==> src/rtl/serial_operand_loader.sv <==
// Bit-serial loader feeding the equality unit: assembles x then y from one serial
// stream and presents the pair in parallel behind a valid/ready handshake.
module serial_operand_loader #(
   parameter int WIDTH     = 6,
   parameter bit MSB_FIRST = 1'b1
) (
   input  logic             clk,
   input  logic             rst_n,
   input  logic             start,
   input  logic             sin,
   input  logic             sin_valid,
   input  logic             out_ready,
   input  logic             clear_err,
   output logic             busy,
   output logic [WIDTH-1:0] x,
   output logic [WIDTH-1:0] y,
   output logic             out_valid,
   output logic             err
);

   localparam int CW = $clog2(WIDTH + 1);
   localparam logic [CW-1:0] LAST = CW'(WIDTH - 1);

   typedef enum logic [1:0] {IDLE, LOAD_X, LOAD_Y, HOLD} state_t;

   state_t           state;
   logic [CW-1:0]    cnt;
   logic [WIDTH-1:0] sx;
   logic [WIDTH-1:0] sy;
   logic             bad_start;

   function automatic logic [WIDTH-1:0] shift_in(input logic [WIDTH-1:0] r, input logic b);
      if (MSB_FIRST)
         return {r[WIDTH-2:0], b};
      else
         return {b, r[WIDTH-1:1]};
   endfunction

   // A start the FSM cannot honour: mid-load, or in HOLD before the consumer takes the pair.
   assign bad_start = start && ((state == LOAD_X) || (state == LOAD_Y) ||
                                ((state == HOLD) && !out_ready));

   always_ff @(posedge clk or negedge rst_n) begin
      if (!rst_n) begin
         state     <= IDLE;
         cnt       <= '0;
         sx        <= '0;
         sy        <= '0;
         x         <= '0;
         y         <= '0;
         busy      <= 1'b0;
         out_valid <= 1'b0;
         err       <= 1'b0;
      end else begin
         if (bad_start)
            err <= 1'b1;
         else if (clear_err)
            err <= 1'b0;

         case (state)
            IDLE: begin
               if (start) begin
                  state <= LOAD_X;
                  cnt   <= '0;
                  busy  <= 1'b1;
               end
            end
            LOAD_X: begin
               if (sin_valid) begin
                  sx <= shift_in(sx, sin);
                  if (cnt == LAST) begin
                     cnt   <= '0;
                     state <= LOAD_Y;
                  end else begin
                     cnt <= cnt + 1'b1;
                  end
               end
            end
            LOAD_Y: begin
               if (sin_valid) begin
                  sy <= shift_in(sy, sin);
                  if (cnt == LAST) begin
                     // Output registers take the final y including the bit sampled right now.
                     cnt       <= '0;
                     x         <= sx;
                     y         <= shift_in(sy, sin);
                     out_valid <= 1'b1;
                     state     <= HOLD;
                  end else begin
                     cnt <= cnt + 1'b1;
                  end
               end
            end
            HOLD: begin
               if (out_ready) begin
                  out_valid <= 1'b0;
                  if (start) begin
                     state <= LOAD_X;
                     cnt   <= '0;
                  end else begin
                     state <= IDLE;
                     busy  <= 1'b0;
                  end
               end
            end
            default: begin
               state     <= IDLE;
               busy      <= 1'b0;
               out_valid <= 1'b0;
            end
         endcase
      end
   end

endmodule

==> config.mk <==
export PLATFORM = sky130hd
export DESIGN_NAME = serial_operand_loader
export DESIGN_NICKNAME = d
export VERILOG_FILES = /design/src/rtl/serial_operand_loader.sv
export SDC_FILE = /design/constraint.sdc
export NUM_CORES = 1
export LEC_CHECK = 0
export BUFFER_PORTS_ARGS = -buffer_cell sky130_fd_sc_hd__buf_4
export CORE_UTILIZATION = 35
export DETAILED_ROUTE_END_ITERATION = 8
export PLACE_DENSITY_LB_ADDON = 0.3
export SLEW_MARGIN = 20
export SYNTH_ARGS = -nofsm -noshare
export SYNTH_HDL_FRONTEND = slang
export SYNTH_SLANG_ARGS = --single-unit
==> constraint.sdc <==
create_clock -name clk -period 2.05 [get_ports clk]
set_clock_uncertainty 0.05 [all_clocks]
set_input_delay 0 -clock clk [delete_from_list [all_inputs] [get_ports clk]]
set_output_delay 0 -clock clk [all_outputs]
set_load 0.1 [all_outputs]
### Yosys cells after proc, flatten, opt, wreduce, memory -nomap -nowiden

Cells that the tools add are included.

| cells by class | value |
|---|---|
| $add $sub $neg | 1 |
| equal/unequal tests | 12 |
| mux-type cells | 23 |
| reductions and logical operators | 17 |

Operators with widths:

| kind | count |
|---|---|
| $mux 2 | 6 |
| $mux 3 | 4 |
| $ne 2x2->1 const B | 5 |
| $mux 1 | 9 |
| $pmux 3 s3 | 1 |
| $pmux 2 s4 | 1 |
| $reduce_and 4->1 | 2 |
| $ne 2x1->1 const B | 3 |
| $reduce_and 2->1 | 3 |
| $reduce_and 6->1 | 1 |
| $reduce_bool 2->1 | 3 |
| $eq 2x2->1 const B | 2 |
| $pmux 1 s2 | 2 |
| $add 3x1->3 const B | 1 |
| $eq 3x3->1 const B | 1 |
| $reduce_and 3->1 | 1 |
| $eq 2x1->1 const B | 1 |
| $logic_and 1x1->1 | 2 |
| $logic_not 2->1 | 1 |
| $logic_or 1x1->1 | 2 |
| $reduce_or 2->1 | 1 |
| $logic_not 1->1 | 1 |

| storage, ports and cells | value |
|---|---|
| flip-flop bits (word level) | 31 |
| output and inout port bits | 15 |
| word-level logic and storage cells | 62 |

### Logic depth before layout (Yosys ltp)

Gate-level depths: netlist of run 1.

| logic depth | value |
|---|---|
| depth after elaboration | 5 |
| depth in mapped cells | 6 |

### Least setup slack after synthesis of run 1

Ideal clock, no wire load.

| timing | value |
|---|---|
| path kind | flip-flop to flip-flop |
| start point | register state[0] |
| end point | register x[0] |
| setup time | 125 ps |
| arrival | 1348 ps |
| slack | 526 ps |
| stages on the path, launching flop included | 6 |
| path buffers | 1 |
| clock period less this slack | 1524 ps |
| cell sequence | dfrtp_1 -> inv_1 -> ha_1 -> nand4_2 -> buf_6 -> mux2_4 |

| between the ends | value |
|---|---|
| word-level cells in the longest chain between the ends | 2 |

Ends and longest elaborated chain:

| item | line | source |
|---|---|---|
| from (decl) | 26 | `state_t state;` |
| from (signal assigned) | 45 | `state <= IDLE;` |
| from (signal assigned) | 63 | `state <= LOAD_X;` |
| from (signal assigned) | 73 | `state <= LOAD_Y;` |
| $eq 2x2->1 | 60 | `case (state)` |
| $reduce_and 3->1 (no line) | - |  |
| to (signal assigned) | 49 | `x <= '0;` |
| to (signal assigned) | 85 | `x <= sx;` |
| to (decl) | 15 | `output logic [WIDTH-1:0] x,` |

No other way between the ends.
A chain may end at the register's enable or synchronous reset.

### Final worst setup path of run 1

| timing | value |
|---|---|
| start point | register state[0] |
| end point | register err |

| between the ends | value |
|---|---|
| word-level cells in the longest chain between the ends | 5 |
| elaborated cells between the ends (all ways) | 9 |

Ends and longest elaborated chain:

| item | line | source |
|---|---|---|
| $eq 2x1->1 (tied with other cells) | 40 | `assign bad_start = start && ((state == LOAD_X) \|\| (state == LOAD_Y) \|\|` |
| $logic_or 1x1->1 or $logic_and 1x1->1 (tied branches) | 40, 41 |  |
| $logic_or 1x1->1 (*) | 40 |  |
| $logic_and 1x1->1 (*) | 40 |  |
| $mux 1 or $reduce_bool 2->1 (tied branches) | - |  |
| to (signal assigned) | 53 | `err <= 1'b0;` |
| to (signal assigned) | 56 | `err <= 1'b1;` |
| to (signal assigned) | 58 | `err <= 1'b0;` |
| to (decl) | 18 | `output logic err` |

Mark *: on every way between the ends. The rest lies on a longest branch, timed or not.

==> results_dict.tcl, run 1 <==
set metrics [dict create \
    status "complete, no violations" \
    holdPathStages 4 \
    ys.flop_type "dfrtp_1" \
    cts.sink_count 31 \
    place.gp.congestion 0.849 \
    path_cells "inv_1 -> ha_1 -> o21ai_0 -> o21ai_0 -> dlygate4sd3_1" \
    reg2reg_depth 5 \
    num_vias 905 \
    drt_iter0_drc 48 \
    routed_wl_mm 2.45 \
    reg2reg_slack_ns 0.15 \
    path_class "reg2reg" \
    synth_edf_count 0 \
    synth_top_area_frac 0.551 \
    areaGrowthSynthToFinish_pct 28.0 \
    drcViolationCount 0 \
    r2r_end "err" \
    worstHoldPathType "in2reg" \
    fmax_ghz 0.527 \
    drt-pass1-iter-count 4 \
    post_cts_buffers 0 \
    critPathRequiredTime_ns 2.16 \
    critPathMostFrequentCell "o21ai_0" \
    r2r-start "state[0]" \
    whs_endpoint "cnt[0]" \
    die_h_um 65.4 \
    rsz0062_at_grt "false" \
    rows 22 \
    io_pins 22 \
    viasPerCell 4.81 \
    dp_hpwl_mm 1.72 \
    syn_inst 105 \
    cts_made_buffers 5 \
    tightest_slew_ns 0.388 \
    synth_seq_cells 31 \
    grt_pass1_vias 909 \
    grt_overflow 0 \
    cts_tree "yes" \
    crit_arrival_ns 2.01 \
    die_w_um 65.4 \
    setup-violations-final 0 \
    cp_max_fo 5 \
    endpoint_kind "flop" \
    tns_ns 0 \
    synth_seq_area_share 0.551 \
    num_antenna_cells 0 \
    ys_top_cells_by_area "dfrtp_1 (55%), mux2_4 (11%), mux2_2 (10%)" \
    fillers 330 \
    synth_cell_types 25 \
    maxSlewHeadroom 0.741 \
    ant_nets 0 \
    h-tree-depth 2 \
    synth_warnings 0 \
    crit_path_max_incr_delay_ns 0.56 \
    grt_max_degree 32 \
    clk_latency_ns 0.28 \
    num-nets-final 151 \
    track_usage 0.137 \
    initial_core_util 0.374 \
    antenna_found_initial 0 \
    fin_crit_ns 1.90 \
    cts-root-buf "clkbuf_8" \
    startpoint_type "flop" \
    syn_area_per_cell_um2 13.4 \
    grt_pass1_wl_mm 4.26 \
    drive_above_1_share 0.414 \
    core_um2 3770 \
    crit_family "buffers and inverters" \
    wl_per_cell_um 13.1 \
    timing.final.max_slew_violations 0 \
    syn_area_um2 1410 \
    die_area_um2 4280 \
    cap_violations 0 \
    async_flop_share 1.00 \
    synth_nets 117 \
    portBuffers 21 \
    path_clk_slew_ns 0.06 \
    fin_crit_sh 0.926 \
    clk_path_buf_depth 2 \
    hp-start "sin_valid" \
    worst-path-buf-inv 2 \
    yosys.area.top_type "dfrtp_1" \
    critPathSlowestCell "dlygate4sd3_1" \
    hold_viol 0 \
]
-- how the worst max path moves through the flow --
stage                         from   end  slack (ns)  cells past startpoint
after floorplan           state[0]  x[0]        0.53                      5
after global placement    state[0]  y[0]        0.47                      5
after detailed placement  state[0]  y[5]        0.44                      5
after CTS                 state[1]   err        0.15                      5
after global routing      state[0]   err        0.02                      5
final                     state[0]   err        0.15                      5
-- kinds of logic (layout without fill, tap and decap cells) --
family / Yosys count / count (layout) / synth area share
multiplexers: 25 / 25 / 0.225
flip-flops: 31 / 31 / 0.551
adder cells (fa/ha/maj): 5 / 5 / 0.0444
buffers and inverters: 7 / 42 / 0.0240
AND/OR/NAND/NOR: 23 / 23 / 0.0861
AO/OA/AOI/OAI: 14 / 14 / 0.0702
-- synthesized netlist by cell type, types with 2 or more instances --
cell	count
and3_1	2
mux2_4	10
mux2_2	13
nand2_1	11
nand3_1	2
nor2b_1	2
inv_1	6
ha_1	5
a21oi_1	4
o21ai_0	4
dfrtp_1	31
mux2i_1	2
-- cell usage in the layout, fill, tap and decap left out --
master / instances
o311ai_2: 1
o2bb2ai_1: 1
ha_1: 5
a21bo_2: 1
dfrtp_1: 31
or3_1: 1
nor2b_1: 1
a21oi_1: 4
inv_1: 6
o21ai_0: 4
nor2_1: 1
dlygate4sd3_1: 6
a221oi_1: 1
clkbuf_8: 6
bufinv_16: 1
buf_4: 22
a21o_1: 1
nand3_1: 2
and3_1: 2
clkinv_2: 1
nor2b_2: 2
nand4_2: 1
nand4b_1: 1
mux2i_1: 2
mux2_4: 10
nand2_1: 11
a211oi_1: 1
nor3_1: 1
mux2_2: 13
-- metal layers --
layer  GRT usage  part of all wire  up-vias
met5           0                 0        -
met4      0.0652             0.018        0
met3      0.0573             0.049        7
met2       0.215              0.47       24
met1       0.162              0.46      440
li1            -                 -      434
-- worst min-delay path, cell delays in order --
cell     delay [ns]
buf_4          0.12
inv_1          0.07
a21oi_1        0.11
o21ai_0        0.07
-- area by class of cell --
class,instances,area (um2),share of cell area
multi-input cells,67,602,0.334
repair buffers,28,225,0.125
inverters,6,22.5,0.0125
well taps,48,60.1,0.0333
flip-flops and latches,31,776,0.430
clock inverters,2,35.0,0.0194
clock buffers,6,82.6,0.0458
-- registers in the layout, indices dropped and copies added (netlist names) --
name	cells
sx	6
x	6
y	6
sy	5
cnt	3
state	2
busy	1
err	1
out_valid	1
-- what timing repair did --
action,4_1_cts,5_1_grt
gates resized for setup,0,1
endpoints found under the hold margin,37,0
hold buffers,6,0
setup endpoints to repair,0,1
-- through the flow --
stage	area [um2]	utilization	std cells	hold WS, ns	setup WS (ns)
global placement	1620	0.430	174	-0.103	0.469
detailed placement	1620	0.430	174	-0.0961	0.440
global route	1800	0.478	188	0.138	0.0206
floorplan	1410	-	105	-0.346	0.526
finish	1800	0.478	188	0.0900	0.152
CTS	1800	0.477	188	0.0827	0.150
Power of run 1 is not shown: default switching activity piles up to over one toggle a cycle in this logic, so the estimate is an artifact.
==> inputs of run 2 (changes only) <==
Settings changed: CTS_CLUSTER_DIAMETER set to 60, RECOVER_POWER set to 100.
==> results_dict.tcl, run 2 (same netlist as run 1, synthesis figures left out) <==
set metrics [dict create \
    grt_pass1_wl_mm 4.26 \
    grt_overflow 0 \
    wl_per_cell_um 13.1 \
    path_class "reg2reg" \
    r2r_end "err" \
    grt_util_met3 0.0573 \
    path_clk_slew_ns 0.06 \
    crit_family "buffers and inverters" \
    setup-violations-final 0 \
    status "complete, no violations" \
    dp_hpwl_mm 1.72 \
    areaGrowthSynthToFinish_pct 21.0 \
    crit_arrival_ns 2.01 \
    reg2reg_slack_ns 0.15 \
    timing.final.max_slew_violations 0 \
    worstHoldPathType "in2reg" \
    viasPerCell 4.81 \
    cap_violations 0 \
    crit_path_max_incr_delay_ns 0.56 \
    fmax_ghz 0.527 \
    cp_max_fo 5 \
    use_met1 0.162 \
    critPathMostFrequentCell "o21ai_0" \
    portBuffers 21 \
    num-nets-final 151 \
    initial_core_util 0.374 \
    antenna_found_initial 0 \
    hold_viol 0 \
    clk_path_buf_depth 2 \
    endpoint_kind "flop" \
    rows 22 \
    die_area_um2 4280 \
    whs_endpoint "cnt[0]" \
    io_pins 22 \
    tns_ns 0 \
    reg2reg_depth 5 \
    die_w_um 65.4 \
    fin_crit_sh 0.925 \
    drt-pass1-iter-count 4 \
    final_common_cell "dfrtp_1" \
    grt_max_degree 32 \
    cts.sink_count 31 \
    die_h_um 65.4 \
    worst-path-buf-inv 2 \
    holdPathStages 4 \
    core_um2 3770 \
    routed_wl_mm 2.46 \
    reg.largest.list "sx x6, x x6, y x6" \
    startpoint_type "flop" \
    cts_tree "yes" \
    h-tree-depth 2 \
    holdWs_ns 0.0884 \
    num_antenna_cells 0 \
    layout_common_cells "dfrtp_1 (31), clkbuf_1 (15), mux2_2 (13), nand2_1 (11), mux2_1 (10)" \
    tightest_slew_ns 1.17 \
    r2r-start "state[0]" \
    drive_above_1_share 0.236 \
    place.gp.congestion 0.849 \
    grt-busiest-layer "met2" \
    rsz0062_at_grt "false" \
    cts-root-buf "clkbuf_8" \
    num_vias 904 \
    clk_latency_ns 0.28 \
    hp-start "sin_valid" \
    critPathRequiredTime_ns 2.16 \
    grt_pass1_vias 909 \
    fin_crit_ns 1.90 \
    drcViolationCount 0 \
    met2_usage 0.215 \
    cts_made_buffers 5 \
    path_cells "inv_1 -> ha_1 -> o21ai_0 -> o21ai_0 -> dlygate4sd3_1" \
    post-route-util 0.452 \
    critPathSlowestCell "dlygate4sd3_1" \
    maxSlewHeadroom 0.225 \
    track_usage 0.137 \
    drt_iter0_drc 47 \
    ant_nets 0 \
]
[run 2: cell count changes in the layout (fill, tap and decap cells not counted)]
cell / previous run / this run
clkbuf_2: 0 / 2
clkbuf_1: 0 / 15
mux2_1: 0 / 10
mux2_4: 10 / 0
buf_4: 22 / 5
[run 2: how the worst max path moves through the flow]
| stage | startpoint | endpoint | slack (ns) | cells past startpoint |
|---|---|---|---|---|
| after floorplan | state[0] | x[0] | 0.53 | 5 |
| after global placement | state[0] | y[0] | 0.47 | 5 |
| after detailed placement | state[0] | y[5] | 0.44 | 5 |
| after CTS | state[1] | err | 0.15 | 5 |
| after global routing | state[0] | err | 0.02 | 5 |
| final | state[0] | err | 0.15 | 5 |
[run 2: tightest hold or removal path, cell delays in order]
cell     delay, ns
buf_4         0.12
inv_1         0.07
a21oi_1       0.11
o21ai_0       0.07
[run 2: area by class of cell]
cell class / count / area [um2]
fillers: 353 / 2070
flip-flops and latches: 31 / 776
multi-input cells: 67 / 564
repair buffers: 28 / 164
clock buffers: 6 / 82.6
well taps: 48 / 60.1
clock inverters: 2 / 35.0
inverters: 6 / 22.5
[run 2: through the flow]
step	worst slack (ns)	instances	area, um2
final	0.153	188	1700
after global routing	0.0206	188	1700
after CTS	0.150	188	1800
after detailed placement	0.440	174	1620
after global placement	0.469	174	1620
after floorplan	0.526	105	1410
[run 2: routing by layer]
layer	wire length [um]	vias to the layer above	share of wire
li1	-	436	-
met2	1130	22	0.46
met1	1170	439	0.47
met3	109	7	0.044
met5	0	-	0
met4	51	0	0.021
[run 2: what timing repair did]
| item | CTS | global route |
|---|---|---|
| hold endpoints to repair | 37 | 0 |
| resized for setup | 0 | 1 |
| hold buffers | 6 | 0 |
| setup endpoints to repair | 0 | 1 |
| buffers inserted | 0 | 0 |
Power of run 2 is left out for the same reason.
